$ cat config.mk
export PLATFORM = sky130hd
export DESIGN_NAME = instruction_cache_flat
export DESIGN_NICKNAME = d
export VERILOG_FILES = /design/src/rtl/cache_defs.sv /design/src/rtl/instruction_cache_if.sv /design/src/rtl/cache_ctrl_fsm.sv /design/src/rtl/instruction_cache.sv /design/src/flat_wrapper.sv
export SDC_FILE = /design/constraint.sdc
export NUM_CORES = 1
export LEC_CHECK = 0
export CORE_MARGIN = 1.5
export CORE_UTILIZATION = 45
export CTS_CLUSTER_SIZE = 12
export DETAILED_ROUTE_END_ITERATION = 10
export PLACE_DENSITY = 0.61
export RECOVER_POWER = 100
export SYNTH_ARGS = -nofsm -noshare
export SYNTH_HDL_FRONTEND = slang
export SYNTH_HIERARCHICAL = 1
export SYNTH_SLANG_ARGS = --single-unit
$ cat constraint.sdc
create_clock -name CLK -period 16 [get_ports CLK]
set_clock_uncertainty 0.1 [all_clocks]
set_input_delay 3.2 -clock CLK [delete_from_list [all_inputs] [get_ports CLK]]
set_output_delay 3.2 -clock CLK [all_outputs]
set_load 0.01 [all_outputs]
$ cat src/rtl/cache_defs.sv
// Definitions shared by the instruction cache and the planned data cache:
// controller state encodings, field widths and the block word selector.
package cache_defs;

   localparam logic [1:0] IDLE   = 2'd0;
   localparam logic [1:0] READ   = 2'd1;
   localparam logic [1:0] UPDATE = 2'd2;

   localparam int OFFSET_W = 2;
   localparam int INDEX_W  = 3;
   localparam int TAG_W    = 3;
   localparam int BLOCK_W  = 128;
   localparam int WORD_W   = 32;

   typedef logic [BLOCK_W-1:0] block_t;
   typedef logic [WORD_W-1:0]  word_t;

   function automatic word_t word_sel(input block_t blk, input logic [OFFSET_W-1:0] off);
      return blk[off*WORD_W +: WORD_W];
   endfunction

endpackage

$ cat src/rtl/instruction_cache_if.sv
// Fetch-side (PC/INSTRUCTION/BUSYWAIT) and memory-side block read signals.
interface instruction_cache_if
   import cache_defs::*;
#(
   parameter int ADDR_BITS = 10
);

   logic [31:0]          PC;
   logic [WORD_W-1:0]    INSTRUCTION;
   logic                 BUSYWAIT;
   logic                 MEM_READ;
   logic [ADDR_BITS-5:0] MEM_ADDRESS;
   logic [BLOCK_W-1:0]   MEM_READDATA;
   logic                 MEM_BUSYWAIT;

   modport slave (
      input  PC, MEM_READDATA, MEM_BUSYWAIT,
      output INSTRUCTION, BUSYWAIT, MEM_READ, MEM_ADDRESS
   );

   modport master (
      output PC, MEM_READDATA, MEM_BUSYWAIT,
      input  INSTRUCTION, BUSYWAIT, MEM_READ, MEM_ADDRESS
   );

endinterface

$ cat src/rtl/cache_ctrl_fsm.sv
// Miss-handling controller: IDLE -> READ (wait for memory) -> UPDATE -> IDLE.
// Reset aborts any transaction at the posedge it is sampled.
module cache_ctrl_fsm
   import cache_defs::*;
(
   input  logic       i_clk,
   input  logic       i_rst,
   input  logic       i_hit,
   input  logic       i_mem_busywait,
   output logic [1:0] o_state,
   output logic       o_mem_read,
   output logic       o_busywait,
   output logic       o_line_we,
   output logic       o_buf_load
);

   logic [1:0] r_state;
   logic [1:0] w_next;

   always_comb begin
      w_next = r_state;
      case (r_state)
         IDLE:    if (!i_hit)          w_next = READ;
         READ:    if (!i_mem_busywait) w_next = UPDATE;
         UPDATE:                       w_next = IDLE;
         default:                      w_next = IDLE;
      endcase
   end

   always_ff @(posedge i_clk) begin
      if (i_rst) r_state <= IDLE;
      else       r_state <= w_next;
   end

   assign o_state    = r_state;
   assign o_mem_read = (r_state == READ);
   // Masking with reset keeps a simultaneous reset from writing a line.
   assign o_busywait = !i_rst && ((r_state != IDLE) || !i_hit);
   assign o_buf_load = !i_rst && (r_state == READ) && !i_mem_busywait;
   assign o_line_we  = !i_rst && (r_state == UPDATE);

endmodule

$ cat src/rtl/instruction_cache.sv
// Direct-mapped read-only instruction cache: combinational hit path,
// 128-bit block refill from instruction memory on a miss.
module instruction_cache
   import cache_defs::*;
#(
   parameter int NUM_BLOCKS = 8,
   parameter int ADDR_BITS  = 10
)(
   input  logic                CLK,
   input  logic                RESET,
   instruction_cache_if.slave  bus
);

   localparam int IDX_W    = $clog2(NUM_BLOCKS);
   localparam int TAG_BITS = ADDR_BITS - OFFSET_W - 2 - IDX_W;

   logic [OFFSET_W-1:0] w_offset;
   logic [IDX_W-1:0]    w_index;
   logic [TAG_BITS-1:0] w_tag;
   logic                w_hit;
   logic [1:0]          w_state;
   logic                w_mem_read;
   logic                w_busywait;
   logic                w_line_we;
   logic                w_buf_load;
   logic                w_unused_pc;

   logic [NUM_BLOCKS-1:0] r_valid;
   logic [TAG_BITS-1:0]   r_tag  [NUM_BLOCKS];
   block_t                r_data [NUM_BLOCKS];
   block_t                r_block;

   assign w_offset    = bus.PC[2 +: OFFSET_W];
   assign w_index     = bus.PC[4 +: IDX_W];
   assign w_tag       = bus.PC[4 + IDX_W +: TAG_BITS];
   assign w_unused_pc = ^{bus.PC[31:ADDR_BITS], bus.PC[1:0]};

   assign w_hit = r_valid[w_index] && (r_tag[w_index] == w_tag);

   cache_ctrl_fsm u_fsm (
      .i_clk          (CLK),
      .i_rst          (RESET),
      .i_hit          (w_hit),
      .i_mem_busywait (bus.MEM_BUSYWAIT),
      .o_state        (w_state),
      .o_mem_read     (w_mem_read),
      .o_busywait     (w_busywait),
      .o_line_we      (w_line_we),
      .o_buf_load     (w_buf_load)
   );

   always_ff @(posedge CLK) begin
      if (RESET)          r_valid <= '0;
      else if (w_line_we) r_valid[w_index] <= 1'b1;
   end

   // Tag and data arrays carry no reset; the valid bits alone gate hits.
   always_ff @(posedge CLK) begin
      if (w_buf_load) r_block <= bus.MEM_READDATA;
      if (w_line_we) begin
         r_tag[w_index]  <= w_tag;
         r_data[w_index] <= r_block;
      end
   end

   assign bus.BUSYWAIT    = w_busywait;
   assign bus.MEM_READ    = w_mem_read;
   assign bus.MEM_ADDRESS = (w_state == READ) ? bus.PC[4 +: ADDR_BITS-4] : '0;
   assign bus.INSTRUCTION = RESET ? '0 : word_sel(r_data[w_index], w_offset);

endmodule

$ cat src/flat_wrapper.sv
// flat-port wrapper written by rule: the top's interface ports become plain ports
module instruction_cache_flat import cache_defs::*;
#(
   parameter int NUM_BLOCKS = 8,
   parameter int ADDR_BITS  = 10
)
  (CLK, RESET, bus_PC, bus_MEM_READDATA, bus_MEM_BUSYWAIT, bus_INSTRUCTION, bus_BUSYWAIT, bus_MEM_READ, bus_MEM_ADDRESS);
  instruction_cache_if #(.ADDR_BITS(ADDR_BITS)) bus_i ();
  input  logic CLK;
  input  logic RESET;
  input wire logic [$bits(bus_i.PC)-1:0] bus_PC;
  input wire logic [$bits(bus_i.MEM_READDATA)-1:0] bus_MEM_READDATA;
  input wire logic [$bits(bus_i.MEM_BUSYWAIT)-1:0] bus_MEM_BUSYWAIT;
  output wire logic [$bits(bus_i.INSTRUCTION)-1:0] bus_INSTRUCTION;
  output wire logic [$bits(bus_i.BUSYWAIT)-1:0] bus_BUSYWAIT;
  output wire logic [$bits(bus_i.MEM_READ)-1:0] bus_MEM_READ;
  output wire logic [$bits(bus_i.MEM_ADDRESS)-1:0] bus_MEM_ADDRESS;
  assign bus_i.PC = bus_PC;
  assign bus_i.MEM_READDATA = bus_MEM_READDATA;
  assign bus_i.MEM_BUSYWAIT = bus_MEM_BUSYWAIT;
  assign bus_INSTRUCTION = bus_i.INSTRUCTION;
  assign bus_BUSYWAIT = bus_i.BUSYWAIT;
  assign bus_MEM_READ = bus_i.MEM_READ;
  assign bus_MEM_ADDRESS = bus_i.MEM_ADDRESS;
  instruction_cache #(.NUM_BLOCKS(NUM_BLOCKS), .ADDR_BITS(ADDR_BITS)) u_core (.CLK(CLK), .RESET(RESET), .bus(bus_i));
endmodule
# == After elaboration in Yosys (flattened, before gate mapping) ==
# Memory sizes are Yosys's and may differ from the RTL's.
# Index checks and enable logic that the tools add are counted.
# totals
input_bits,163
mem_count,2
ff_bits,138
ramBits,1048
# memory_table
name,words,width,rd,rd_ports_with_merged_regs,write_ports,line,source
u_core.r_data,8,128,1,0,1,instruction_cache.sv:30,block_t r_data [NUM_BLOCKS];
u_core.r_tag,8,3,1,0,1,instruction_cache.sv:29,logic [TAG_BITS-1:0] r_tag [NUM_BLOCKS];
# classes
reduce_logical,13
shift,1
n_mux,11
order_cmp,2
bitwise,1
eq_ne,5
# op_table
cell,count
$shiftx 128x8->32,1
$mux 32,1
$or 8x8->8,1
$logic_and 1x1->1,6
$mux 6,1
$lt 3x4->1 const B,1
$mux 1,4
$mux 2,2
$ne 2x2->1 const B,2
$pmux 2 s2,1
$bmux 1 s3,1
$demux 1 s3,1
$eq 3x3->1,1
$ge 3x1->1 const B,1
$logic_not 1->1,3
$eq 2x1->1 const B,1
$eq 2x2->1 const B,1
$logic_not 2->1,1
$reduce_and 2->1,1
$reduce_bool 2->1,1
$logic_or 1x1->1,1

# == Logic depth before layout (Yosys ltp) ==
# depth
depth_word,6
depth_mapped,9

# == Modules after synthesis ==
# The synthesis kept the hierarchy.
# by_module_without_submodules
module,cells_per_inst,n_inst,area_each_um2,seq_area_each_um2
instruction_cache,2472,1,45142.0,35474.0
cache_ctrl_fsm,11,1,96.3,40.0

# == Least setup slack after synthesis ==
# OpenSTA, ideal clock, no wires.
# synth_path
kind,input-to-reg
from,input port RESET
to,"register u_core.r_block[0], enable pin"
t_required_ps,14971
path_slack_ps,-349
cell_stages,1
arrival_ps,15320
cell_sequence,nor4_1
# synth_between
elab_chain_cells,3
# synth_rtl
element,line,source
start: declaration,flat_wrapper.sv:10,input logic RESET;
$logic_not 1->1,cache_ctrl_fsm.sv:39,assign o_buf_load = !i_rst && (r_state == READ) && !i_mem_busywait;
$logic_and 1x1->1 (2 in series),cache_ctrl_fsm.sv:39,
end signal: assignment,instruction_cache.sv:59,if (w_buf_load) r_block <= bus.MEM_READDATA;
end: declaration,instruction_cache.sv:31,block_t r_block;
# Every way passes these cells.
# A chain may end at the register's enable or synchronous reset.

# == Worst setup path in the final report ==
# layout_path
from,input port bus_PC[4]
to,output port bus_INSTRUCTION[27]
# layout_between
elab_chain_cells,3
# layout_rtl
element,line,source
start: declaration,flat_wrapper.sv:11,input wire logic [$bits(bus_i.PC)-1:0] bus_PC;
$mem_v2 8x128,-,
$shiftx 128x8->32,cache_defs.sv:19,return blk[off*WORD_W +: WORD_W];
$mux 32,instruction_cache.sv:69,"assign bus.INSTRUCTION = RESET ? '0 : word_sel(r_data[w_index], w_offset);"
end: declaration,flat_wrapper.sv:14,output wire logic [$bits(bus_i.INSTRUCTION)-1:0] bus_INSTRUCTION;
# Every way passes these cells.

==> results.txt <==
----------------------------------------------------
[Floorplan]
  Number of top-level pins ... 203
  Horizontal die dimension ... 320 microns
  Starting density of the core ... 45.3%
  Die Area ... 102000 sq um
  Floorplan die height ... 320 microns
  Number of placement rows ... 116
  Std-Cell Core Area ... 99900 sq um

[Global routing]
  Global-route wire length before repair ... 168000 microns
  Antenna violations before repair ... 4
  Maximum number of pins on one net before global-route repair ... 134
  Overflow left after global routing ... 0
  Number of global-route vias before repair ... 24.6k
  Overall fraction of global-route tracks in use ... 22.5%

[Power]
  Post-layout total power ... 6.28 mW
  Leakage power figure ... 16.6 nW
  Total power divided by cell area ... 122 nW/um^2
  Worst vdd ir ... 85.7 uV

[Route]
  Drt total wl ... 115000 microns
  Detailed-routing iteration count for the pre-antenna-repair pass ... 5
  Mean number of vias per cell ... 5.93
  Mean routed wirelength per cell ... 28.4 microns
  DRT antenna net count ... 0
  DRC errors left ... 0
  Overall via count from detail_route ... 24.0k
  Number of design-rule violations left by the first detailed-router iteration ... 2522

[Critical path]
  Arrival time worst endpoint ... 9.88 ns
  Buffering stage count on the worst path with inverters included ... 5
  Largest delay contributor family on the critical path ... buffers and inverters
  Delay of the slowest cell on the worst path ... 1.78 ns
  Critical-path cell with the highest stage delay ... clkbuf_1
  Worst Reg-to-Reg Cells ... 5
  CP most frequent cell ... clkbuf_1
  Biggest fanout along the worst timing path ... 55
  Startpoint types ... input port
  Crit path kind ... in2out
  Worst R2R Setup Slack ... 7.87 ns
  Endpoint type of the worst setup path ... output port
  R2r startpoint ... u_core/u_fsm/o_state[1]
  Capturing point of the worst reg2reg path ... u_core/r_data[0][112]
  Critical path cell sequence ... buf_8 -> clkbuf_1 -> and2_0 -> clkbuf_1 -> buf_4 -> nand2_1 -> o21ai_0 -> a21oi_1 -> o32ai_1 -> clkdlybuf4s50_1
  Data required time of the critical path ... 12.70 ns

[Synth]
  Predominant post-synthesis flop cell ... edfxtp_1
  Mean instance size in the synthesized netlist ... 18.2 sq um
  Top cells by area in the synthesized netlist ... edfxtp_1 (78%), mux2i_1 (4.0%), mux2_2 (3.7%)
  Sequential fraction of the synthesis area ... 78.5%
  Total nets after synthesis ... 2646
  Number of enable flip-flop cells after synthesis ... 1176
  Synthesized netlist cell count ... 2483
  Synth Cell Area ... 45200 sq um
  Number of library cell types mapped by synthesis ... 59
  Async set-reset flop share out of synthesis ... 0%
  Count of state elements after synthesis ... 1186
  Yosys synthesis warning count ... 6
  Portion of synthesized cell area occupied by the leading cell type ... 78.1%
  Leading area contributor after synthesis ... edfxtp_1

[Placed design]
  Last weighted congestion value of the routability-driven placer ... 0.751
  Port buffer count ... 178
  Detail Placement HPWL ... 60200 microns
  Post-placement worst setup slack ... 5.25 ns

[Min path]
  Worst-case hold path end point ... u_core/r_valid[7]
  Worst Hold Class ... reg2reg
  Worst Hold Depth ... 2
  Worst hold path startpoint ... u_core/r_valid[7]

[Timing]
  Final max-slew violation count ... 1071
  Worst slew margin relative to its limit ... -508%
  Summed negative setup slack over all endpoints ... 0 ns
  Final min period ... 13.18 ns
  Number of setup violations in the final report ... 0
  Unrepaired setup endpoints after global routing ... no
  Final critical-path share of the clock period ... 82.4%
  Maximum clock rate ... 0.0759 GHz
  Least-Margin Pin Slew ... 9.12 ns
  Worst setup slack after layout ... 2.82 ns
  Fin. Hold Viols ... 0

[Cells and area]
  Share of cells above drive strength 1 ... 14.0%
  Number of nets in the final layout ... 2842
  Layout Area Growth over Synthesis ... 14.0%
  Commonest cells after routing, fill and taps aside ... edfxtp_1 (1176), mux2i_1 (182), dlygate4sd3_1 (165), mux2_2 (150), a22oi_1 (130)
  Most common cell after layout, fill and taps aside ... edfxtp_1

[CTS]
  Root buffer cell ... clkbuf_16
  Clock latency of the later-clocked register in the worst-skew pair ... 0.69 ns
  Quantity of hold-fixing buffers added after cts ... 0
  Max Buffers Root-to-Sink ... 3
  CTS Sinks ... 1186
  Post-cts resize count ... 0
  Htree depth ... 3
  Number of CTS-inserted buffers ... 120
  Post-CTS Setup Bufs ... 0
  Clock transition at the register clock pins on the worst setup and hold paths after CTS ... 0.06 ns
  CTS tree ... done

[Status]
  Status ... finished with violations
  Violations in the final reports ... capacitance limit, slew limit

[Flow run]
  Number of maximum-capacitance constraint violations ... 22

----------------------------------------------------
cells by family (layout without fill, tap and decap cells):
group | count (synthesis) | count (layout) | synth area share (%)
AOI/OAI and AO/OA | 533 | 533 | 8.00
xor gates and xnor gates | 4 | 4 | 0.0774
buffers and inverters | 161 | 430 | 2.15
DFF | 1186 | 1186 | 78.5
muxes | 357 | 357 | 8.98
other | 0 | 1 | 0
and+or+nand+nor | 242 | 242 | 2.29
through the flow:
stage	hold slack (ns)	cells	utilization, %	area [sq um]
finish	0.380	4051	51.7	51600
global route	0.404	4050	51.7	51600
CTS	0.379	4050	51.8	51800
detailed placement	0.366	3855	48.4	48300
global placement	0.345	3855	48.4	48300
floorplan	0.335	2483	-	45200
worst reg2reg max path: cells and delay by family, from the launching register on:
kind	cells	cell delay, ns
simple gates	3	1.18
flops	1	0.46
buf+inv	2	5.61
cell usage after synthesis (all sizes together) (2+ instances only):
| library cell | count |
|---|---|
| nand2b | 4 |
| and3 | 3 |
| nor2 | 101 |
| nand3 | 2 |
| o31ai | 8 |
| inv | 3 |
| nand2 | 89 |
| and2 | 8 |
| a221oi | 15 |
| or2 | 7 |
| nor2b | 6 |
| a211o | 4 |
| o21ai | 116 |
| o2111ai | 4 |
| o211ai | 11 |
| edfxtp | 1176 |
| mux2 | 151 |
| o2bb2ai | 2 |
| nor3b | 2 |
| a21o | 5 |
| a2bb2oi | 6 |
| o221a | 5 |
| nor3 | 17 |
| mux2i | 182 |
| a41oi | 5 |
| a32o | 8 |
| a2111oi | 10 |
| clkbuf | 48 |
| o22ai | 29 |
| a21oi | 101 |
| o221ai | 33 |
| o21ba | 2 |
| nor4 | 2 |
| a211oi | 14 |
| a22oi | 130 |
| o41ai | 2 |
| dfxtp | 10 |
| o32ai | 17 |
| xnor2 | 4 |
| mux4 | 24 |
| buf | 110 |
worst max-delay path by stage:
stage          startpoint                  end  slack (ns)  cells past startpoint
6_report        bus_PC[4]  bus_INSTRUCTION[27]        2.82                     10
5_1_grt         bus_PC[4]  bus_INSTRUCTION[27]        2.57                     10
4_1_cts         bus_PC[5]  bus_INSTRUCTION[21]        5.24                      8
3_5_place_dp    bus_PC[5]  bus_INSTRUCTION[21]        5.25                      8
3_3_place_gp    bus_PC[5]  bus_INSTRUCTION[21]        5.19                      8
2_1_floorplan   bus_PC[6]  u_core/r_data[1][0]        1.57                      6
registers in the layout, summed over array words and instances (netlist names):
signal	count
u_core/r_valid	8
u_core/r_data	1024
u_core/r_block	128
u_core/r_tag	24
u_core/u_fsm/o_state	2
per-layer routing:
layer / GRT usage, % / vias up / share of wire, %
met2: 36.9 / 950 / 49
met5: 0 / - / 0
met4: 6.88 / 0 / 2.7
li1: - / 10383 / -
met1: 31.0 / 12497 / 42
met3: 3.42 / 182 / 6.6
power by group:
group | leakage, nW | total (mW) | switching [mW] | internal, mW
clock | 1.69 | 2.55 | 1.11 | 1.44
sequential | 10.7 | 3.43 | 0.0187 | 3.41
combinational | 4.20 | 0.300 | 0.186 | 0.114
area by class of cell:
cell class	instances	area (sq um)
fill	7982	48300
sequential	1186	35500
multi-input combinational	1136	8800
clock buffer	163	3230
timing repair buffer	232	2150
tap	1298	1620
clock inverter	32	255
inverter	3	11.3
antenna	1	2.50
Power figures use the tool's default switching activity.
